### src/rtl/rd_wb_pipe_pkg.sv
// Shared opcode and write-back source encodings for the Rd write-back pipeline.
// Imported by the ID decoder and the stage pipe so both agree on the select codes.
package rd_wb_pipe_pkg;

  localparam int WB_SEL_W = 3;

  localparam logic [4:0] OPCODE_LOAD   = 5'b00000;
  localparam logic [4:0] OPCODE_OP_IMM = 5'b00100;
  localparam logic [4:0] OPCODE_AUIPC  = 5'b00101;
  localparam logic [4:0] OPCODE_OP     = 5'b01100;
  localparam logic [4:0] OPCODE_LUI    = 5'b01101;
  localparam logic [4:0] OPCODE_JALR   = 5'b11001;
  localparam logic [4:0] OPCODE_JAL    = 5'b11011;

  typedef enum logic [2:0] {
    WB_SEL_LINK  = 3'b000,
    WB_SEL_AUIPC = 3'b001,
    WB_SEL_LUI   = 3'b010,
    WB_SEL_ALU   = 3'b011,
    WB_SEL_MEM   = 3'b100,
    WB_SEL_NONE  = 3'b111
  } wb_sel_e;

  // Compressed jumps link to the next 16-bit parcel rather than the next word.
  function automatic int unsigned linkOffset(input logic isC);
    return isC ? 32'd2 : 32'd4;
  endfunction

endpackage

### src/rtl/rd_wb_pipe_sel_decode.sv
// Maps inst[6:2] to the write-back source select; purely combinational.
module rd_wb_pipe_sel_decode
  import rd_wb_pipe_pkg::*;
#(
  parameter int SEL_W = WB_SEL_W
) (
  input  logic [4:0]       opcode_i,
  output logic [SEL_W-1:0] sel_o
);

  always_comb begin
    sel_o = SEL_W'(WB_SEL_NONE);
    case (opcode_i)
      OPCODE_JAL, OPCODE_JALR: sel_o = SEL_W'(WB_SEL_LINK);
      OPCODE_AUIPC:            sel_o = SEL_W'(WB_SEL_AUIPC);
      OPCODE_LUI:              sel_o = SEL_W'(WB_SEL_LUI);
      OPCODE_OP, OPCODE_OP_IMM: sel_o = SEL_W'(WB_SEL_ALU);
      OPCODE_LOAD:             sel_o = SEL_W'(WB_SEL_MEM);
      default:                 sel_o = SEL_W'(WB_SEL_NONE);
    endcase
  end

endmodule

### src/rtl/rd_wb_pipe.sv
// Carries the decoded write-back source with rd/pc/imm through STAGES register slices
// and drives the register-file write port from the last (WB) slice.
module rd_wb_pipe
  import rd_wb_pipe_pkg::*;
#(
  parameter int XLEN   = 32,
  parameter int STAGES = 3,
  parameter int SEL_W  = WB_SEL_W
) (
  input  logic                  clk_i,
  input  logic                  rst_ni,
  input  logic                  id_valid_i,
  input  logic [4:0]            id_opcode_i,
  input  logic [4:0]            id_rd_i,
  input  logic                  id_is_c_i,
  input  logic [XLEN-1:0]       id_pc_i,
  input  logic [XLEN-1:0]       id_imm_i,
  input  logic                  stall_i,
  input  logic                  flush_i,
  input  logic [XLEN-1:0]       wb_alu_i,
  input  logic [XLEN-1:0]       mem_rdata_i,
  input  logic                  mem_rvalid_i,
  output logic                  rd_we_o,
  output logic [4:0]            rd_addr_o,
  output logic [XLEN-1:0]       rd_wdata_o,
  output logic                  wb_wait_o,
  output logic [STAGES-1:0]     stg_wr_o,
  output logic [5*STAGES-1:0]   stg_rd_o
);

  localparam int WB = STAGES - 1;

  logic [SEL_W-1:0]                idSel;
  logic                            idWr;
  logic [STAGES-1:0]               stgValid_q, stgValid_d;
  logic [STAGES-1:0]               stgWr_q;
  logic [STAGES-1:0]               stgIsC_q;
  logic [STAGES-1:0][SEL_W-1:0]    stgSel_q;
  logic [STAGES-1:0][4:0]          stgRd_q;
  logic [STAGES-1:0][XLEN-1:0]     stgPc_q;
  logic [STAGES-1:0][XLEN-1:0]     stgImm_q;
  logic                            advance;
  logic                            wbIsMem;
  logic [XLEN-1:0]                 wbData;

  rd_wb_pipe_sel_decode #(
    .SEL_W (SEL_W)
  ) u_sel_decode (
    .opcode_i (id_opcode_i),
    .sel_o    (idSel)
  );

  assign idWr = (idSel != SEL_W'(WB_SEL_NONE)) && (id_rd_i != 5'd0);

  assign wbIsMem   = stgValid_q[WB] && (stgSel_q[WB] == SEL_W'(WB_SEL_MEM));
  assign wb_wait_o = wbIsMem && !mem_rvalid_i;
  assign advance   = !stall_i && !wb_wait_o;

  assign rd_we_o = stgValid_q[WB] && stgWr_q[WB] && !stall_i && (!wbIsMem || mem_rvalid_i);

  // Flush kills everything younger than WB, whether the pipe moves or holds.
  always_comb begin
    stgValid_d = stgValid_q;
    if (advance) begin
      stgValid_d[0] = id_valid_i && !flush_i;
      for (int i = 1; i < STAGES; i++) begin
        stgValid_d[i] = stgValid_q[i-1] && !flush_i;
      end
    end else if (flush_i) begin
      for (int i = 0; i < STAGES - 1; i++) begin
        stgValid_d[i] = 1'b0;
      end
    end
  end

  always_ff @(posedge clk_i or negedge rst_ni) begin
    if (!rst_ni) begin
      stgValid_q <= '0;
      stgWr_q    <= '0;
      stgIsC_q   <= '0;
      stgSel_q   <= '0;
      stgRd_q    <= '0;
      stgPc_q    <= '0;
      stgImm_q   <= '0;
    end else begin
      stgValid_q <= stgValid_d;
      if (advance) begin
        stgWr_q[0]  <= idWr;
        stgIsC_q[0] <= id_is_c_i;
        stgSel_q[0] <= idSel;
        stgRd_q[0]  <= id_rd_i;
        stgPc_q[0]  <= id_pc_i;
        stgImm_q[0] <= id_imm_i;
        for (int i = 1; i < STAGES; i++) begin
          stgWr_q[i]  <= stgWr_q[i-1];
          stgIsC_q[i] <= stgIsC_q[i-1];
          stgSel_q[i] <= stgSel_q[i-1];
          stgRd_q[i]  <= stgRd_q[i-1];
          stgPc_q[i]  <= stgPc_q[i-1];
          stgImm_q[i] <= stgImm_q[i-1];
        end
      end
    end
  end

  always_comb begin
    wbData = '0;
    case (stgSel_q[WB])
      SEL_W'(WB_SEL_LINK):  wbData = stgPc_q[WB] + XLEN'(linkOffset(stgIsC_q[WB]));
      SEL_W'(WB_SEL_AUIPC): wbData = stgPc_q[WB] + stgImm_q[WB];
      SEL_W'(WB_SEL_LUI):   wbData = stgImm_q[WB];
      SEL_W'(WB_SEL_ALU):   wbData = wb_alu_i;
      SEL_W'(WB_SEL_MEM):   wbData = mem_rdata_i;
      default:              wbData = '0;
    endcase
  end

  assign rd_addr_o  = stgValid_q[WB] ? stgRd_q[WB] : 5'd0;
  assign rd_wdata_o = stgValid_q[WB] ? wbData : '0;
  assign stg_wr_o   = stgValid_q & stgWr_q;

  // Empty stages report rd as zero so the hazard unit never sees stale numbers.
  always_comb begin
    stg_rd_o = '0;
    for (int i = 0; i < STAGES; i++) begin
      if (stgValid_q[i]) begin
        stg_rd_o[5*i +: 5] = stgRd_q[i];
      end
    end
  end

endmodule
### config.mk
export PLATFORM = sky130hd
export DESIGN_NAME = rd_wb_pipe
export DESIGN_NICKNAME = d
export VERILOG_FILES = /design/src/rtl/rd_wb_pipe_pkg.sv /design/src/rtl/rd_wb_pipe_sel_decode.sv /design/src/rtl/rd_wb_pipe.sv
export SDC_FILE = /design/constraint.sdc
export NUM_CORES = 1
export LEC_CHECK = 0
export ABC_AREA = 1
export CORE_ASPECT_RATIO = 0.5
export CORE_MARGIN = 1
export CORE_UTILIZATION = 55
export DETAILED_ROUTE_END_ITERATION = 10
export PLACE_DENSITY = 0.82
export SLEW_MARGIN = 20
export SYNTH_ARGS = -nofsm -noshare
export SYNTH_HDL_FRONTEND = slang
export SYNTH_SLANG_ARGS = --single-unit
### constraint.sdc
create_clock -name clk_i -period 6.7 [get_ports clk_i]
set_input_delay 2.01 -clock clk_i [delete_from_list [all_inputs] [get_ports clk_i]]
set_output_delay 2.01 -clock clk_i [all_outputs]
set_load 0.005 [all_outputs]
==> summary.md <==
| Metric | Value |
|---|---|
| Status | `finished clean` |
| Comb power frac | `0.193` |
| Synth-to-Final Area Change | `24.0%` |
| Worst setup SP type | `flip-flop` |
| Unrepaired setup endpoints after global routing | `no` |
| Multi-input gate area | `between 5000 and 6000 um2` |
| Iteration-0 DRC Markers | `1142` |
| GRT Total Usage | `0.307` |
| FF/Latch Area | `roughly 5600 um2` |
| CP endpoint kind | `primary output` |
| Sum Neg Setup Slack | `0 ns` |
| Die W | `210 um` |
| Layout Nets | `1978` |
| Critical Path RT | `4.69 ns` |
| Routed WL | `34200 um` |
| Core area | `20900 um2` |
| Largest net degree at the start of global routing | `262` |
| Clk_lat worst skew | `0.53 ns` |
| Synth area leaders | `dfrtp_1 47%, nand2_1 22%, inv_1 6.5%` |
| Met3 Use GR | `0.0532` |
| Mapped Avg Cell Area | `7.25 um2` |
| Ys Warns | `0` |
| Initial Util | `0.570` |
| Root Driver | `clkbuf_16` |
| H-tree depth | `1` |
| Top-area cell type share of the netlist area | `0.473` |
| GP Congestion | `0.996` |
| Top cell type by total area after synthesis | `dfrtp_1` |
| Met1 GRT Util | `0.441` |
| Layout fillers | `1637` |
| Endpoints failing hold | `0` |
| Sw frac | `0.297` |
| Synth unique cells | `37` |
| Max Cap Violations | `0` |
| Final Max Tran Viols | `0` |
| Net Switching | `0.00104 W` |
| Reg clk slew, reported paths | `about 0.080 ns` |
| Clock skew | `~0.031 ns` |
| Leakage | `7.58 nW` |
| Worst-margin pin slew | `about 1.1 ns` |
| Internal power | `roughly 0.0025 W` |
| Share of cells above drive strength 1 | `0.0347` |
| Total power | `0.00350 W` |
| Max Fanout on Critical Path | `9` |
| Crit Path Category | `flip-flop to primary output` |
| Final setup violation count | `0` |
| Fin crit share | `0.951` |
| Via/cell ratio | `~5.3` |
| Tmin final | `6.37 ns` |
| Top-count cell post-synth | `nand2_1` |
| Detailed placement HPWL | `25000 um` |
| FMAX | `157 MHz` |
| Cts hold-fix bufs | `0` |
| Relative slew slack | `0.235` |
| Clock Sinks | `225` |
| Syn Std Cell Area | `11900 um2` |
| Drt drc | `0` |
| TritonRoute pass-1 iters | `5` |
| CTS tree | `yes` |
| Vias in the first global route | `10300` |
| Pwr per Cell Area | `237 nW/um2` |
| Part of the power in the clock network | `0.346` |
| Antenna violations before repair | `0` |
| Buffers added on ports | `201` |
| GRT Max-Usage Layer | `met2` |
| Worst min path class | `flip-flop to flip-flop` |
| Io pins | `202` |
| Share of flip-flops with an asynchronous set or reset | `1.00` |
| Synth cell count leaders | `700 x nand2_1, 225 x dfrtp_1, 206 x inv_1` |
| Arrival time worst endpoint | `4.36 ns` |
| Peak VDD IR | `0.000190 V` |
| Die Span Y | `106 um` |
| Total CTS buffers | `20` |
| Clock buffer depth | `3` |
| Die area | `between 20000 and 25000 um2` |
| Sequential share of power | `0.460` |
| Routed via count | `11200` |
| Cells after Synth | `1640` |
| WL/cell | `about 16 um` |
| Post-route ant nets | `0` |
| Syn Nets | `between 1500 and 2000` |
| Flops & latches, synth | `between 200 and 250` |
| Overflow after GRT | `0` |
| Post-synth EDFFs | `0` |
| Post-synthesis sequential area ratio | `0.473` |
| Synth Flop Type | `dfrtp_1` |
| GRT met2 Usage | `0.489` |
| N_diodes | `0` |
| First-pass GRT wire length | `around 53000 um` |
| FP Rows | `37` |
-- power groups by stage --
| stage | registers (W) | logic [W] | clock network, W |
|---|---|---|---|
| finish | 0.00161 | 0.000677 | 0.00121 |
| global placement | 0.00163 | 0.000640 | 0 |
| CTS | 0.00161 | 0.000665 | 0.00123 |
| floorplan | 0.00159 | 0.000407 | 0 |
| global route | 0.00162 | 0.000756 | 0.00128 |
| detailed placement | 0.00163 | 0.000660 | 0 |
-- state kept, by name, indices dropped and copies added, names as in the netlist --
register,count
stgImm_q,96
stgIsC_q,3
stgPc_q,96
stgRd_q,15
stgSel_q,9
stgValid_q,3
stgWr_q,3
-- final timing paths --
path	from	end	slack, ns	cells past startpoint
min in group asynchronous	rst_ni	stgPc_q[27]	1.50	1
max reg2reg	stgSel_q[7]	stgImm_q[58]	3.63	9
max	stgSel_q[7]	rd_wdata_o[24]	0.33	18
min reg2reg	stgImm_q[8]	stgImm_q[40]	0.47	2
min	stgImm_q[8]	stgImm_q[40]	0.47	2
max in group asynchronous	rst_ni	stgImm_q[59]	4.00	2
-- logic make-up (layout without fill, tap and decap cells) --
group / count (synthesis) / after routing / synth area share
adders and majority gates: 32 / 32 / 0.0343
buffers and inverters: 281 / 456 / 0.0939
DFF: 225 / 225 / 0.473
xor gates and xnor gates: 3 / 3 / 0.00221
and+or+nand+nor: 889 / 889 / 0.296
AOI/OAI and AO/OA: 210 / 210 / 0.100
-- repair_timing --
item / 4_1_cts / 5_1_grt
setup endpoints to repair: 0 / 29
resized for setup: 0 / 4
setup buffers: 0 / 4
-- layer usage --
metal / up-vias / wire (um)
met2: 437 / 15300
met5: - / 0
met4: 0 / 629
li1: 5409 / -
met1: 5268 / 15400
met3: 49 / 2910
-- cells in the final DEF (no fill, tap or decap), types with 3 or more instances in the layout --
| cell | netlist | final |
|---|---|---|
| inv_1 | 206 | 203 |
| clkinv_2 | 0 | 3 |
| a31oi_1 | 3 | 3 |
| a21oi_1 | 44 | 44 |
| clkbuf_8 | 0 | 4 |
| nand3b_1 | 10 | 10 |
| clkbuf_16 | 0 | 20 |
| or2_2 | 10 | 10 |
| clkdlybuf4s50_1 | 0 | 200 |
| nor4_1 | 3 | 3 |
| nor3_1 | 6 | 6 |
| o21ai_1 | 8 | 8 |
| nand3_1 | 49 | 49 |
| ha_1 | 31 | 31 |
| nor2_1 | 100 | 99 |
| dfrtp_1 | 225 | 225 |
| clkbuf_1 | 34 | 4 |
| inv_2 | 3 | 3 |
| nand2_1 | 700 | 700 |
| a41oi_1 | 5 | 5 |
| clkinvlp_4 | 0 | 3 |
| nand4_1 | 5 | 5 |
| buf_4 | 7 | 7 |
| a221oi_1 | 25 | 25 |
| o21ai_0 | 116 | 116 |
-- layout make-up --
| cell class | instances | share of cell area |
|---|---|---|
| sequential | 225 | 0.382 |
| multi-input combinational | 1134 | 0.350 |
| timing repair buffer | 210 | 0.143 |
| inverter | 209 | 0.0536 |
| clock buffer | 28 | 0.0387 |
| tap | 292 | 0.0248 |
| clock inverter | 8 | 0.00823 |
| timing repair inverter | 1 | 0.000509 |
-- through the flow --
stage          instances  hold slack [ns]  instance area, um2  worst slack, ns  utilization
2_1_floorplan       1640            0.442               11900             1.95            -
3_3_place_gp        2066            0.454               14000            0.681        0.671
3_5_place_dp        2066            0.459               14000            0.652        0.671
4_1_cts             2102            0.473               14700           0.0729        0.704
5_1_grt             2107            0.492               14800           0.0891        0.707
6_report            2107            0.472               14800            0.329        0.707
-- worst max-delay path, cell delays in order (launching register included) --
cell and delay, ns:
dfrtp_1 0.42, inv_1 0.12, nand2_1 0.16, nor2_4 0.29
clkinvlp_4 0.14, buf_4 0.18, o21ai_0 0.15, inv_1 0.10
fa_1 0.46, nand3_1 0.11, nand3_1 0.23, nand2_1 0.13
nand3_1 0.19, nand2_1 0.15, nand3_1 0.09, nand2_1 0.07
nand3_1 0.12, a21oi_1 0.19, clkdlybuf4s50_1 0.52
No activity file was read; power rests on OpenSTA's default activity.
